[src/rtl/bridge_pkg.sv]
// Shared address map, decode select type and segment encoder
// for the CPU-side memory-mapped peripheral bridge.
package bridge_pkg;

    localparam logic [31:0] PERIPH_BASE = 32'hFFFF_F000;
    localparam logic [31:0] ADDR_DIG    = 32'hFFFF_F000;
    localparam logic [31:0] ADDR_TIMER  = 32'hFFFF_F020;
    localparam logic [31:0] ADDR_TDIV   = 32'hFFFF_F024;
    localparam logic [31:0] ADDR_LED    = 32'hFFFF_F060;
    localparam logic [31:0] ADDR_SW     = 32'hFFFF_F070;
    localparam logic [31:0] ADDR_BTN    = 32'hFFFF_F078;

    typedef enum logic [2:0] {
        SEL_RAM,
        SEL_DIG,
        SEL_TIM,
        SEL_TDIV,
        SEL_LED,
        SEL_SW,
        SEL_BTN,
        SEL_NONE
    } sel_e;

    function automatic sel_e decode(input logic [31:0] addr);
        sel_e s;
        if (addr < PERIPH_BASE) begin
            s = SEL_RAM;
        end else begin
            case (addr)
                ADDR_DIG:   s = SEL_DIG;
                ADDR_TIMER: s = SEL_TIM;
                ADDR_TDIV:  s = SEL_TDIV;
                ADDR_LED:   s = SEL_LED;
                ADDR_SW:    s = SEL_SW;
                ADDR_BTN:   s = SEL_BTN;
                default:    s = SEL_NONE;
            endcase
        end
        return s;
    endfunction

    // Active-low {a,b,c,d,e,f,g,dp}; dp stays off.
    function automatic logic [7:0] hex7seg(input logic [3:0] n);
        logic [7:0] s;
        case (n)
            4'h0: s = 8'h03;
            4'h1: s = 8'h9F;
            4'h2: s = 8'h25;
            4'h3: s = 8'h0D;
            4'h4: s = 8'h99;
            4'h5: s = 8'h49;
            4'h6: s = 8'h41;
            4'h7: s = 8'h1F;
            4'h8: s = 8'h01;
            4'h9: s = 8'h09;
            4'hA: s = 8'h11;
            4'hB: s = 8'hC1;
            4'hC: s = 8'h63;
            4'hD: s = 8'h85;
            4'hE: s = 8'h61;
            default: s = 8'h71;
        endcase
        return s;
    endfunction

endpackage

[src/rtl/bus_bridge_digit_scanner.sv]
// Time-multiplexed driver for the 8-digit seven-segment display.
// Each digit is lit for SCAN_DIV clocks, digit 0 first.
module digit_scanner
    import bridge_pkg::*;
#(
    parameter int SCAN_DIV = 20000
) (
    input  logic        cpu_clk,
    input  logic        cpu_rst,
    input  logic [31:0] dig,
    output logic [7:0]  dig_en,
    output logic [7:0]  dig_seg
);

    localparam int CW = (SCAN_DIV > 1) ? $clog2(SCAN_DIV) : 1;
    localparam logic [CW-1:0] LAST = CW'(SCAN_DIV - 1);

    logic [CW-1:0] cnt_q, cnt_d;
    logic [2:0]    idx_q, idx_d;

    always_comb begin
        cnt_d = cnt_q + 1'b1;
        idx_d = idx_q;
        if (cnt_q == LAST) begin
            cnt_d = '0;
            idx_d = idx_q + 3'd1;
        end
    end

    always_ff @(posedge cpu_clk or negedge cpu_rst) begin
        if (!cpu_rst) begin
            cnt_q <= '0;
            idx_q <= '0;
        end else begin
            cnt_q <= cnt_d;
            idx_q <= idx_d;
        end
    end

    assign dig_en  = ~(8'b1 << idx_q);
    assign dig_seg = hex7seg(dig[{idx_q, 2'b00} +: 4]);

endmodule

[src/rtl/bus_bridge.sv]
// Decodes CPU data-bus accesses to RAM or on-chip peripherals
// and returns read data combinationally in the same cycle.
module bus_bridge
    import bridge_pkg::*;
#(
    parameter int SCAN_DIV    = 20000,
    parameter int SYNC_STAGES = 2
) (
    input  logic        cpu_clk,
    input  logic        cpu_rst,
    input  logic [31:0] Bus_addr,
    input  logic        Bus_wen,
    input  logic [31:0] Bus_wdata,
    output logic [31:0] Bus_rdata,
    output logic [13:0] dram_addr,
    output logic        dram_we,
    output logic [31:0] dram_wdata,
    input  logic [31:0] dram_rdata,
    input  logic [23:0] sw,
    input  logic [4:0]  btn,
    output logic [23:0] led,
    output logic [7:0]  dig_en,
    output logic [7:0]  dig_seg
);

    sel_e sel;

    logic [23:0] led_q, led_d;
    logic [31:0] dig_q, dig_d;
    logic [31:0] tval_q, tval_d;
    logic [31:0] tdiv_q, tdiv_d;
    logic [31:0] presc_q, presc_d;
    logic        tick;

    logic [SYNC_STAGES-1:0][23:0] sw_sync_q, sw_sync_d;
    logic [SYNC_STAGES-1:0][4:0]  btn_sync_q, btn_sync_d;

    assign sel        = decode(Bus_addr);
    assign dram_addr  = Bus_addr[15:2];
    assign dram_we    = Bus_wen && (sel == SEL_RAM);
    assign dram_wdata = Bus_wdata;
    assign led        = led_q;

    // Divider of zero freezes both the prescaler and the value.
    assign tick = (tdiv_q != 32'd0) && (presc_q == tdiv_q - 32'd1);

    always_comb begin
        led_d      = led_q;
        dig_d      = dig_q;
        tval_d     = tick ? tval_q + 32'd1 : tval_q;
        tdiv_d     = tdiv_q;
        presc_d    = presc_q;
        sw_sync_d  = {sw_sync_q[SYNC_STAGES-2:0], sw};
        btn_sync_d = {btn_sync_q[SYNC_STAGES-2:0], btn};
        if (tdiv_q != 32'd0) begin
            presc_d = tick ? 32'd0 : presc_q + 32'd1;
        end
        if (Bus_wen) begin
            unique case (sel)
                SEL_DIG:  dig_d = Bus_wdata;
                SEL_LED:  led_d = Bus_wdata[23:0];
                SEL_TIM:  tval_d = Bus_wdata;
                SEL_TDIV: begin
                    tdiv_d  = Bus_wdata;
                    presc_d = 32'd0;
                end
                default: ;
            endcase
        end
    end

    always_ff @(posedge cpu_clk or negedge cpu_rst) begin
        if (!cpu_rst) begin
            led_q      <= '0;
            dig_q      <= '0;
            tval_q     <= '0;
            tdiv_q     <= '0;
            presc_q    <= '0;
            sw_sync_q  <= '0;
            btn_sync_q <= '0;
        end else begin
            led_q      <= led_d;
            dig_q      <= dig_d;
            tval_q     <= tval_d;
            tdiv_q     <= tdiv_d;
            presc_q    <= presc_d;
            sw_sync_q  <= sw_sync_d;
            btn_sync_q <= btn_sync_d;
        end
    end

    always_comb begin
        Bus_rdata = 32'd0;
        unique case (sel)
            SEL_RAM:  Bus_rdata = dram_rdata;
            SEL_DIG:  Bus_rdata = dig_q;
            SEL_TIM:  Bus_rdata = tval_q;
            SEL_TDIV: Bus_rdata = tdiv_q;
            SEL_LED:  Bus_rdata = {8'd0, led_q};
            SEL_SW:   Bus_rdata = {8'd0, sw_sync_q[SYNC_STAGES-1]};
            SEL_BTN:  Bus_rdata = {27'd0, btn_sync_q[SYNC_STAGES-1]};
            default:  Bus_rdata = 32'd0;
        endcase
    end

    digit_scanner #(
        .SCAN_DIV(SCAN_DIV)
    ) u_scan (
        .cpu_clk(cpu_clk),
        .cpu_rst(cpu_rst),
        .dig    (dig_q),
        .dig_en (dig_en),
        .dig_seg(dig_seg)
    );

endmodule

[config.mk]
export PLATFORM = sky130hd
export DESIGN_NAME = bus_bridge
export DESIGN_NICKNAME = d
export VERILOG_FILES = /design/src/rtl/bridge_pkg.sv /design/src/rtl/bus_bridge_digit_scanner.sv /design/src/rtl/bus_bridge.sv
export SDC_FILE = /design/constraint.sdc
export NUM_CORES = 1
export LEC_CHECK = 0
export CAP_MARGIN = 20
export CORE_ASPECT_RATIO = 0.75
export CORE_MARGIN = 2
export CORE_UTILIZATION = 35
export DETAILED_ROUTE_END_ITERATION = 6
export GPL_TIMING_DRIVEN = 0
export PLACE_DENSITY = 0.69
export RECOVER_POWER = 50
export SYNTH_ARGS = -nofsm -noshare
export SYNTH_HDL_FRONTEND = slang
export SYNTH_SLANG_ARGS = --single-unit
export TNS_END_PERCENT = 30
[constraint.sdc]
create_clock -name cpu_clk -period 11.5 [get_ports cpu_clk]
set_input_delay 2.875 -clock cpu_clk [delete_from_list [all_inputs] [get_ports cpu_clk]]
set_output_delay 2.875 -clock cpu_clk [all_outputs]
set_load 0.03 [all_outputs]
==> metrics.txt, run 1 <==
Clock Skews approximately 0.027 ns; Via Count roughly 11000; CTS tree yes; global-route wire length before repair 63890 µm; register-to-register setup slack just under 7 ns; share of post-route cells with drive strength above 1 a little over an eighth; share of the cycle needed by the critical path after routing between 80% and 90%; CP Data Arrival Time slightly below 7 ns; routability-driven placement congestion ratio between 0.9 and 1; Min Clock Period, post-route between 9 and 10 ns; cts-stage hold buffer count 0; number of antenna repair diodes 0; clock transition at the registers of the reported paths about 0.060 ns; Initial Utilization between 30% and 40%; deepest level of the CTS H-tree 1; Sink Count between 200 and 250; worst setup slack after placement ~1.8 ns; Post-Syn Nets about 1400; power share of the combinational group ~8.7%; aggregate global-route resource usage between 20% and 30%; number of port buffers around 240; Power Total between 0.0015 and 0.002 W; post-cts resize count 0; floorplan core area 34840 µm²; total setup buffers inserted after CTS 0; sink of the worst hold path sw_sync_q[37]; standby leakage power roughly 7.2 nW; 1st-iter DRT viols about 1200; share of total power in the clock network between 40% and 50%; average detailed-routed wire length per instance roughly 21 µm; register bit total from synthesis approximately 230; sequential fraction of the synthesis area between 40 and 50%; total wire length about 42000 µm; switching part of the total between 20% and 30%; unrepaired setup endpoints after global routing false; terminus of the critical flop-to-flop path tval_q[13]; HP Class flip-flop to flip-flop; worst hold path depth 0; violations in the final reports DRC, capacitance limit, slew limit; Main synth FF type dfrtp_1; type of the worst setup path input port to primary output; YS warnings 0; Mapped Area approximately 12000 µm²; worst ir drop on vdd 0.09125 mV; share of power burned in registers between 40% and 50%; startpoint of the lowest-slack register-to-register path tdiv_q[0]; result of the run finished with violations; Die Area between 30000 and 40000 µm²; # setup viols final 0; pin count of the biggest net entering global routing around 120; top achievable clock speed 101.8 MHz; number of slew-limit violations in the final report roughly 110; net switching power roughly 0.00042 W; category of the worst setup path capture point primary output; cell internal pwr about 0.0014 W; critical-path maximum fanout 10; ANT nets after route 0; Worst slew margin -287.2%; Detailed Routing Iterations Pass 1 7; hold_sp sw_sync_d[37]; power density of the placed cells about 110 nW/µm²; CP Data Required Time about 8.6 ns; clock network latency to the later pin of the worst-skew pair between 0.5 and 0.6 ns; final-report hold violation count 0; final net count about 1700; Max-cap violations 1; maximum clock path buffer count 3; Horiz. Die Dim approximately 220 µm; number of flops mapped to enable cells by yosys 0; DP HPWL ~32000 µm; Worst Max-Slew Pin Slew between 5 and 6 ns; initial antenna violation count 1; smallest setup slack after layout approximately 1.7 ns; remaining routing DRC violations 11; standard-cell row count between 50 and 60; distinct cell type count after synthesis 65; detail-routed via count per cell ~5.5; cell count after synthesis about 1200; critical path startpoint category input port; top-level port count 247; post-synthesis area per instance around 10 µm²; reg2reg path depth 13; Clock Tree Root clkbuf_16; clock buffer count from CTS 24; Die H roughly 170 µm; overflow left after global routing 0; vias in the first global route around 11000; Area Overhead vs Synth 31.56%; share of synthesized flip-flops with an asynchronous set or reset between 90% and 100%
[final cells by class]
| class | count | area (µm²) |
|---|---|---|
| multi-input combinational | 875 | 6003 |
| timing repair buffer | 247 | 2474 |
| clock buffer | 32 | 670.6 |
| clock inverter | 12 | 205.2 |
| fill | 3253 | 18500 |
| buffer | 100 | 558.0 |
| sequential | 228 | 5705 |
| tap | 457 | 571.8 |
| inverter | 42 | 157.7 |
[metal layers]
layer	vias up	wire length (µm)	GRT usage, %
li1	4968	-	-
met4	2	633	3.907
met5	-	11	0
met1	5388	18470	31.99
met2	549	17990	33.53
met3	58	4553	6.615
[cell usage in the layout, fill, tap and decap left out, types with 8 or more instances in the layout]
cell / instances
nand3_1: 75
dfrtp_1: 228
or4_1: 13
mux2_2: 86
mux4_2: 8
inv_1: 41
a31oi_1: 19
xor2_1: 40
xnor2_1: 55
mux2i_1: 10
ha_1: 17
nor2_1: 117
o21ai_0: 25
clkbuf_1: 49
clkbuf_16: 24
nor4_1: 20
and3_1: 16
and2_1: 13
clkdlybuf4s50_1: 214
a21oi_1: 15
nand4_1: 38
a22oi_1: 39
a221o_1: 19
or3_1: 19
buf_4: 47
nand2_1: 125
dlygate4sd3_1: 29
nor3_1: 18
[cell families (layout without fill, tap and decap cells)]
family | after synthesis | in the layout | share of synthesized area [%]
and+or+nand+nor | 500 | 500 | 20.46
DFF | 228 | 228 | 45.92
AOI/OAI and AO/OA | 158 | 158 | 9.366
buffers and inverters | 142 | 433 | 5.760
muxes | 104 | 104 | 10.05
xor gates and xnor gates | 95 | 95 | 6.697
adders and majority gates | 17 | 17 | 1.712
other | 1 | 1 | 0.03018
[metrics by stage]
stage | instance area, µm² | instances | TNS [ns] | utilization [%] | hold WS (ns)
final | 16350 | 1993 | 0 | 46.91 | 0.3474
after global routing | 16350 | 1993 | 0 | 46.91 | 0.3498
after CTS | 16360 | 1993 | 0 | 46.94 | 0.3450
after detailed placement | 15480 | 1949 | 0 | 44.43 | 0.3347
after global placement | 15440 | 1946 | -467.86 | 44.31 | 0.3335
after floorplan | 12420 | 1245 | 0 | - | 0.3312
[power groups by stage]
stage	logic, W	registers, W	clock network [W]
3_3_place_gp	0.000161	0.000831	0
6_report	0.000160	0.000815	0.000859
2_1_floorplan	0.0000559	0.000829	0
4_1_cts	0.000164	0.000815	0.000874
5_1_grt	0.000170	0.000816	0.000907
3_5_place_dp	0.000163	0.000830	0
[flip-flops by register name, summed over array words and instances, names as in the netlist]
register	flops
sw_sync_q	24
btn_sync_d	5
tdiv_q	32
btn_sync_q	5
u_scan.cnt_q	15
tval_q	32
sw_sync_d	24
dig_q	32
presc_q	32
led	24
u_scan.idx_q	3
[worst max path at each step]
| stage | startpoint | to |
|---|---|---|
| 2_1_floorplan | Bus_addr[25] | Bus_rdata[10] |
| 3_3_place_gp | cpu_rst | sw_sync_d[29] |
| 3_5_place_dp | Bus_addr[16] | Bus_rdata[11] |
| 4_1_cts | Bus_addr[16] | Bus_rdata[11] |
| 5_1_grt | Bus_addr[16] | Bus_rdata[11] |
| 6_report | Bus_addr[16] | Bus_rdata[11] |
[cell usage after synthesis (all sizes together), types with 20 or more instances]
library cell,n,area [µm²]
dfrtp,228,5705
nand2,125,469.2
nor2,117,439.2
mux2,86,968.4
nand3,75,375.4
buf,56,392.9
xnor2,55,481.7
clkbuf,44,165.2
inv,42,157.7
xor2,40,350.3
a22oi,39,292.8
nand4,39,250.2
nor4,25,196.4
o21ai,25,125.1
or3,20,130.1
[critical path: stages]
cell and delay, ns:
clkdlybuf4s50_1 0.48, nand4_1 0.09, nor4_1 0.58, nand2b_1 0.10, clkbuf_1 0.27, nor4_1 0.66, buf_2 0.29, clkbuf_1 0.57
a221o_1 0.28, clkdlybuf4s50_1 0.72
Note: power is estimated with default switching activity, not from simulation.
==> inputs of run 2 (changes only) <==
--- a/config.mk
+++ b/config.mk
@@ -8,10 +8,10 @@
 export CAP_MARGIN = 20
 export CORE_ASPECT_RATIO = 0.75
 export CORE_MARGIN = 2
-export CORE_UTILIZATION = 35
+export CORE_UTILIZATION = 32
 export DETAILED_ROUTE_END_ITERATION = 6
 export GPL_TIMING_DRIVEN = 0
-export PLACE_DENSITY = 0.69
+export PLACE_DENSITY = 0.65
 export RECOVER_POWER = 50
 export SYNTH_ARGS = -nofsm -noshare
 export SYNTH_HDL_FRONTEND = slang
==> run 2 against run 1 <==
  * Via count shrank 0.41%
  * Utilization shrank 4.3 points
  * Clock-buffer cell count shrank 5
  * Setup slack gained 0.042 ns
  * First-iteration DRC count shrank 2.6%
  * The run ends with capacitance limit, slew limit left
  * Sequential share of layout area grew 0.13 points
  * Global-route usage shrank 1.5 points
  * Sequential power is essentially flat
==> metrics.txt, run 2 (synthesized netlist as in run 1, its figures left out) <==
result of the run finished with violations (unchanged); violations in the final reports capacitance limit, slew limit (was DRC, capacitance limit, slew limit); WP depth 9 (was 10); number of port buffers 244 (unchanged); Min Clock Period, post-route 9.781 ns (was 9.823 ns); maximum clock path buffer count 3 (unchanged); Detailed Routing Iterations Pass 1 5 (was 7); CP Data Required Time 8.63 ns (about the same); number of antenna repair diodes 0 (unchanged); Initial Utilization 32.49% (was 35.66%); number of slew-limit violations in the final report 126 (was 108); final net count 1661 (was 1663); type of the worst setup path input port to primary output (unchanged); final-report hold violation count 0 (unchanged); total instance count after detailed placement 2003 (was 1949); startpoint of the lowest-slack register-to-register path tdiv_q[0] (unchanged); critical-path maximum fanout 10 (unchanged); vias in the first global route 10790 (was 10750); total setup buffers inserted after CTS 0 (unchanged); register-to-register setup slack 6.89 ns (was 6.90 ns); Fin Setup TNS 0 ns (unchanged); Area Overhead vs Synth 31.07% (was 31.56%); initial antenna violation count 1 (unchanged); hold_sp sw_sync_d[37] (unchanged); terminus of the critical flop-to-flop path tval_q[13] (unchanged); clock transition at the registers of the reported paths 0.07 ns (was 0.06 ns); top achievable clock speed 102.2 MHz (was 101.8 MHz); smallest setup slack after layout 1.719 ns (was 1.677 ns); critical path buffer and inverter count 4 (was 5); share of post-route cells with drive strength above 1 13.64% (was 13.61%); worst setup slack after placement 1.761 ns (was 1.771 ns); cell chain of the critical path clkdlybuf4s50_1 -> nand4_1 -> nor4_1 -> nand2b_1 -> clkbuf_1 -> nor4_2 -> clkbuf_1 -> a221o_1 -> clkdlybuf4s50_1 (was clkdlybuf4s50_1 -> nand4_1 -> nor4_1 -> nand2b_1 -> clkbuf_1 -> nor4_1 -> buf_2 -> clkbuf_1 -> a221o_1 -> clkdlybuf4s50_1); critical path startpoint category input port (unchanged); floorplan core area 38240 µm² (was 34840 µm²); power density of the placed cells 105.9 nW/µm² (was 112.2 nW/µm²); cts-stage hold buffer count 0 (unchanged); routability-driven placement congestion ratio 0.9098 (was 0.9309); critical-path cell with the highest stage delay nor4_2 (was clkdlybuf4s50_1); total wire length 42150 µm (was 41650 µm); Die Area 40430 µm² (was 37040 µm²); clock network latency to the later pin of the worst-skew pair 0.54 ns (was 0.55 ns); post-route non-filler standard cell count 2044 (was 1993); CTS tree yes (unchanged); last element of the critical path Bus_rdata[11] (unchanged); average detailed-routed wire length per instance 20.62 µm (was 20.90 µm); Sink Count 228 (unchanged); kind of cell adding the most delay to the critical path buffers and inverters (unchanged); Horiz. Die Dim 231.5 µm (was 221.6 µm); overflow left after global routing 0 (unchanged); post-cts resize count 0 (unchanged); clock buffer count from CTS 23 (was 24); global-route wire length before repair 64340 µm (was 63890 µm); final hold slack 0.3487 ns (was 0.3474 ns); ANT nets after route 0 (unchanged); worst ir drop on vdd 0.07676 mV (was 0.09125 mV); 1st-iter DRT viols 1180 (was 1212); remaining routing DRC violations 0 (was 11); most common cell after layout, fill and taps aside dfrtp_1 (unchanged); Worst Max-Slew Pin Slew 3.925 ns (was 5.808 ns); Worst slew margin -161.7% (was -287.2%); Clock Skews 0.02296 ns (was 0.02738 ns); Layout fillers 3636 (was 3253); Slowest Stage Delay on Critical Path 0.90 ns (was 0.72 ns); aggregate global-route resource usage 20.72% (was 22.24%); DP HPWL 32770 µm (was 32300 µm); reg2reg path depth 13 (unchanged); top-level port count 247 (unchanged); Clock Tree Root clkbuf_16 (unchanged); # setup viols final 0 (unchanged); Via Count 10920 (was 10970); CP Data Arrival Time 6.91 ns (was 6.95 ns); standard-cell row count 62 (was 59); deepest level of the CTS H-tree 1 (unchanged); launching instance or port of the critical path Bus_addr[16] (unchanged); utilization of the core after routing 42.58% (was 46.91%); share of the cycle needed by the critical path after routing 85.05% (was 85.41%); HP Class flip-flop to flip-flop (unchanged); detail-routed via count per cell 5.342 (was 5.502); category of the worst setup path capture point primary output (unchanged); Max-cap violations 2 (was 1); Die H 174.6 µm (was 167.2 µm); standby leakage power 7.156 nW (was 7.234 nW); commonest cells after routing, fill and taps aside 228 x dfrtp_1, 214 x clkdlybuf4s50_1, 125 x nand2_1 (unchanged); pin count of the biggest net entering global routing 106 (was 123); unrepaired setup endpoints after global routing false (unchanged)
run 2: routing by layer:
layer	track usage [%]	wire length, µm	part of all wire, %	vias up
met5	0	0	0	-
met4	3.817	654	1.6	0
met3	5.630	4230	10	47
met2	30.69	18140	43	520
met1	30.39	19120	45	5412
li1	-	-	-	4941
run 2: worst min path at each step:
stage                    endpoint  slack (ns)  depth (start not counted)
detailed placement  sw_sync_q[35]        0.34                          0
global placement    sw_sync_q[44]        0.33                          0
global route        sw_sync_q[46]        0.35                          0
CTS                 sw_sync_q[37]        0.35                          0
finish              sw_sync_q[37]        0.35                          0
floorplan           btn_sync_q[5]        0.33                          0
run 2: area by class of cell:
| type | instances | area (µm²) | share of cell area, % |
|---|---|---|---|
| timing repair buffer | 246 | 2467 | 15.15 |
| buffer | 100 | 558.0 | 3.427 |
| inverter | 42 | 157.7 | 0.9681 |
| multi-input combinational | 875 | 6016 | 36.94 |
| tap | 512 | 640.6 | 3.934 |
| clock buffer | 27 | 620.6 | 3.811 |
| sequential | 228 | 5705 | 35.04 |
| clock inverter | 14 | 118.9 | 0.7299 |
run 2: report_power, final:
part / switching (W) / internal (W)
clock: 0.000337 / 0.000413
sequential: 0.00000289 / 0.000812
combinational: 0.0000829 / 0.0000773
total: 0.000423 / 0.00130
run 2: metrics by stage:
step | cell area, µm² | total power [W]
after CTS | 16320 | 0.001745
after floorplan | 12420 | 0.0008851
after detailed placement | 15580 | 0.0009952
after global placement | 15510 | 0.0009928
after global routing | 16280 | 0.001785
final | 16280 | 0.001725
run 2: worst reg2reg max path, cell delays in order (launching register included):
cell and delay (ns):
dfrtp_1 0.50, inv_1 0.13, ha_1 0.15, buf_2 0.20, nor4b_2 0.43, nand3_1 0.28
or4_1 0.49, or3b_1 0.43, a2111oi_4 0.42, and4_1 0.34, nand4_1 0.26, clkbuf_1 0.34
or3_1 0.37, a31oi_1 0.20
==> inputs of run 3 (changes only) <==
--- a/config.mk
+++ b/config.mk
@@ -11,6 +11,7 @@
 export CORE_UTILIZATION = 32
 export DETAILED_ROUTE_END_ITERATION = 6
 export GPL_TIMING_DRIVEN = 0
+export MAX_ROUTING_LAYER = met4
 export PLACE_DENSITY = 0.65
 export RECOVER_POWER = 50
 export SYNTH_ARGS = -nofsm -noshare
==> run 3 against run 2 <==
  * Critical endpoint is now Bus_rdata[2]
  * Largest cell class unchanged
  * Global-route usage grew 0.39 points
  * The flow still finishes with violations (capacitance limit, slew limit)
  * Setup slack gained 0.023 ns
  * Largest power group unchanged
  * Critical path depth is the same
  * Cell count is essentially flat
  * Hold slack lost 0.0022 ns
  * Sequential cell count is the same
  * Combinational power is essentially flat
  * Utilization grew 0.17 points
  * Routed wire length shrank 0.34%
  * Sequential power is essentially flat
  * First-iteration DRC count shrank 10%
==> metrics.txt, run 3 (synthesized netlist as in run 1, its figures left out) <==
result of the run finished with violations (unchanged); violations in the final reports capacitance limit, slew limit (unchanged); CP Data Required Time 8.63 ns (about the same); register-to-register setup slack 6.86 ns (was 6.89 ns); smallest setup slack after layout 1.742 ns (was 1.719 ns); power share of the combinational group 9.0% (was 9.3%); aggregate global-route resource usage 21.11% (was 20.72%); post-cts resize count 0 (unchanged); clock network latency to the later pin of the worst-skew pair 0.55 ns (was 0.54 ns); Worst slew margin -163.4% (was -161.7%); sink of the worst hold path sw_sync_q[46] (was sw_sync_q[37]); type of the worst setup path input port to primary output (unchanged); worst setup slack after placement 1.790 ns (was 1.761 ns); Clock Skews 0.01816 ns (was 0.02296 ns); standard-cell row count 62 (unchanged); Placed Area 15580 µm² (unchanged); cts-stage hold buffer count 0 (unchanged); remaining routing DRC violations 0 (unchanged); pin count of the biggest net entering global routing 86 (was 106); switching part of the total 24.14% (was 24.54%); critical path startpoint category input port (unchanged); share of the cycle needed by the critical path after routing 84.86% (was 85.05%); HP Class flip-flop to flip-flop (unchanged); initial antenna violation count 0 (was 1); commonest cells after routing, fill and taps aside 228 x dfrtp_1, 214 x clkdlybuf4s50_1, 125 x nand2_1 (unchanged); clock buffer count from CTS 24 (was 23); Die Area 40430 µm² (unchanged); 1st-iter DRT viols 1060 (was 1180); startpoint of the lowest-slack register-to-register path tdiv_q[0] (unchanged); sequential cell area 5705 µm² (unchanged); share of power burned in registers 45.9% (was 47.2%); final-report hold violation count 0 (unchanged); hold_sp sw_sync_d[46] (was sw_sync_d[37]); share of total power in the clock network 45.1% (was 43.5%); area of combinational cells with multiple inputs 6016 µm² (unchanged); utilization of the core after routing 42.75% (was 42.58%); Detailed Routing Iterations Pass 1 5 (unchanged); number of port buffers 244 (unchanged); clock transition at the registers of the reported paths 0.06 ns (was 0.07 ns); most common cell after layout, fill and taps aside dfrtp_1 (unchanged); final net count 1662 (was 1661); total wire length 42000 µm (was 42150 µm); share of post-route cells with drive strength above 1 13.56% (was 13.64%); total instance count after detailed placement 2003 (unchanged); total setup buffers inserted after CTS 0 (unchanged); terminus of the critical flop-to-flop path tval_q[29] (was tval_q[13]); top achievable clock speed 102.5 MHz (was 102.2 MHz); overflow left after global routing 0 (unchanged); CP Data Arrival Time 6.88 ns (was 6.91 ns); average detailed-routed wire length per instance 20.53 µm (was 20.62 µm); category of the worst setup path capture point primary output (unchanged); deepest level of the CTS H-tree 1 (unchanged); CTS tree yes (unchanged); unrepaired setup endpoints after global routing false (unchanged); net switching power 0.0004290 W (was 0.0004233 W); DP HPWL 32780 µm (was 32770 µm); Horiz. Die Dim 231.5 µm (unchanged); critical-path maximum fanout 10 (unchanged); global-route wire length before repair 63290 µm (was 64340 µm); # setup viols final 0 (unchanged); cell internal pwr 0.001348 W (was 0.001302 W); Max-cap violations 2 (unchanged); maximum clock path buffer count 3 (unchanged); detail-routed via count per cell 5.354 (was 5.342); top-level port count 247 (unchanged); power density of the placed cells 108.7 nW/µm² (was 105.9 nW/µm²); ANT nets after route 0 (unchanged); number of antenna repair diodes 0 (unchanged); Via Count 10950 (was 10920); Clock Tree Root clkbuf_16 (unchanged); post-route cell area 16350 µm² (was 16280 µm²); routability-driven placement congestion ratio 0.9289 (was 0.9098); Layout fillers 3665 (was 3636); Initial Utilization 32.49% (unchanged); post-route non-filler standard cell count 2046 (was 2044); Min Clock Period, post-route 9.758 ns (was 9.781 ns); worst hold path depth 0 (unchanged); number of slew-limit violations in the final report 146 (was 126); vias in the first global route 10580 (was 10790); Sink Count 228 (unchanged); reg2reg path depth 12 (was 13); Area Overhead vs Synth 31.59% (was 31.07%); Worst Max-Slew Pin Slew 3.951 ns (was 3.925 ns); standby leakage power 7.175 nW (was 7.156 nW); floorplan core area 38240 µm² (unchanged); worst ir drop on vdd 0.08302 mV (was 0.07676 mV); Fin Setup TNS 0 ns (unchanged); Die H 174.6 µm (unchanged)
## run 3: cell count changes in the layout (fill, tap and decap cells not counted), sizes merged
cell,change
clkinv,-2
bufinv,+1
clkinvlp,+1
inv,-2
clkbuf,+4
## run 3: final cells by class
class | instances | share of cell area (%)
timing repair buffer | 246 | 15.09
inverter | 42 | 0.9643
sequential | 228 | 34.90
tap | 512 | 3.918
clock buffer | 31 | 4.087
multi-input combinational | 875 | 36.80
clock inverter | 12 | 0.8342
buffer | 100 | 3.413
## run 3: worst max-delay path, cell delays in order
cell and delay [ns]:
clkdlybuf4s50_1 0.46, nand4_1 0.09, nor4_1 0.56, nand4_1 0.34, nor4_2 0.83, clkbuf_1 0.63
a22oi_1 0.21, nand3_1 0.18, clkdlybuf4s50_1 0.70
## run 3: worst max-delay path by stage
stage / from / slack (ns) / endpoint
finish: Bus_addr[21] / 1.74 / Bus_rdata[2]
global route: cpu_rst / 1.13 / presc_q[13]
CTS: Bus_addr[21] / 1.77 / Bus_rdata[11]
detailed placement: Bus_addr[21] / 1.79 / Bus_rdata[11]
global placement: cpu_rst / -2.17 / sw_sync_d[31]
floorplan: Bus_addr[25] / 3.60 / Bus_rdata[10]
## run 3: routing by layer
| metal | up-vias | track usage, % | wire [µm] |
|---|---|---|---|
| li1 | 4954 | - | - |
| met1 | 5425 | 30.01 | 18850 |
| met2 | 520 | 30.59 | 17940 |
| met3 | 55 | 5.467 | 4515 |
| met4 | 0 | 3.522 | 690 |
| met5 | - | - | 0 |
## run 3: power by group through the flow
stage,Combinational (W),Sequential [W],Clock [W]
floorplan,0.0000559,0.000829,0
global placement,0.000162,0.000831,0
detailed placement,0.000165,0.000830,0
CTS,0.000166,0.000815,0.000814
global route,0.000170,0.000816,0.000850
finish,0.000160,0.000815,0.000802
## run 3: metrics by stage
step                hold slack (ns)  total power (W)
CTS                          0.3483         0.001795
floorplan                    0.3312        0.0008851
finish                       0.3464         0.001777
detailed placement           0.3347        0.0009950
global placement             0.3341        0.0009927
global route                 0.3530         0.001836
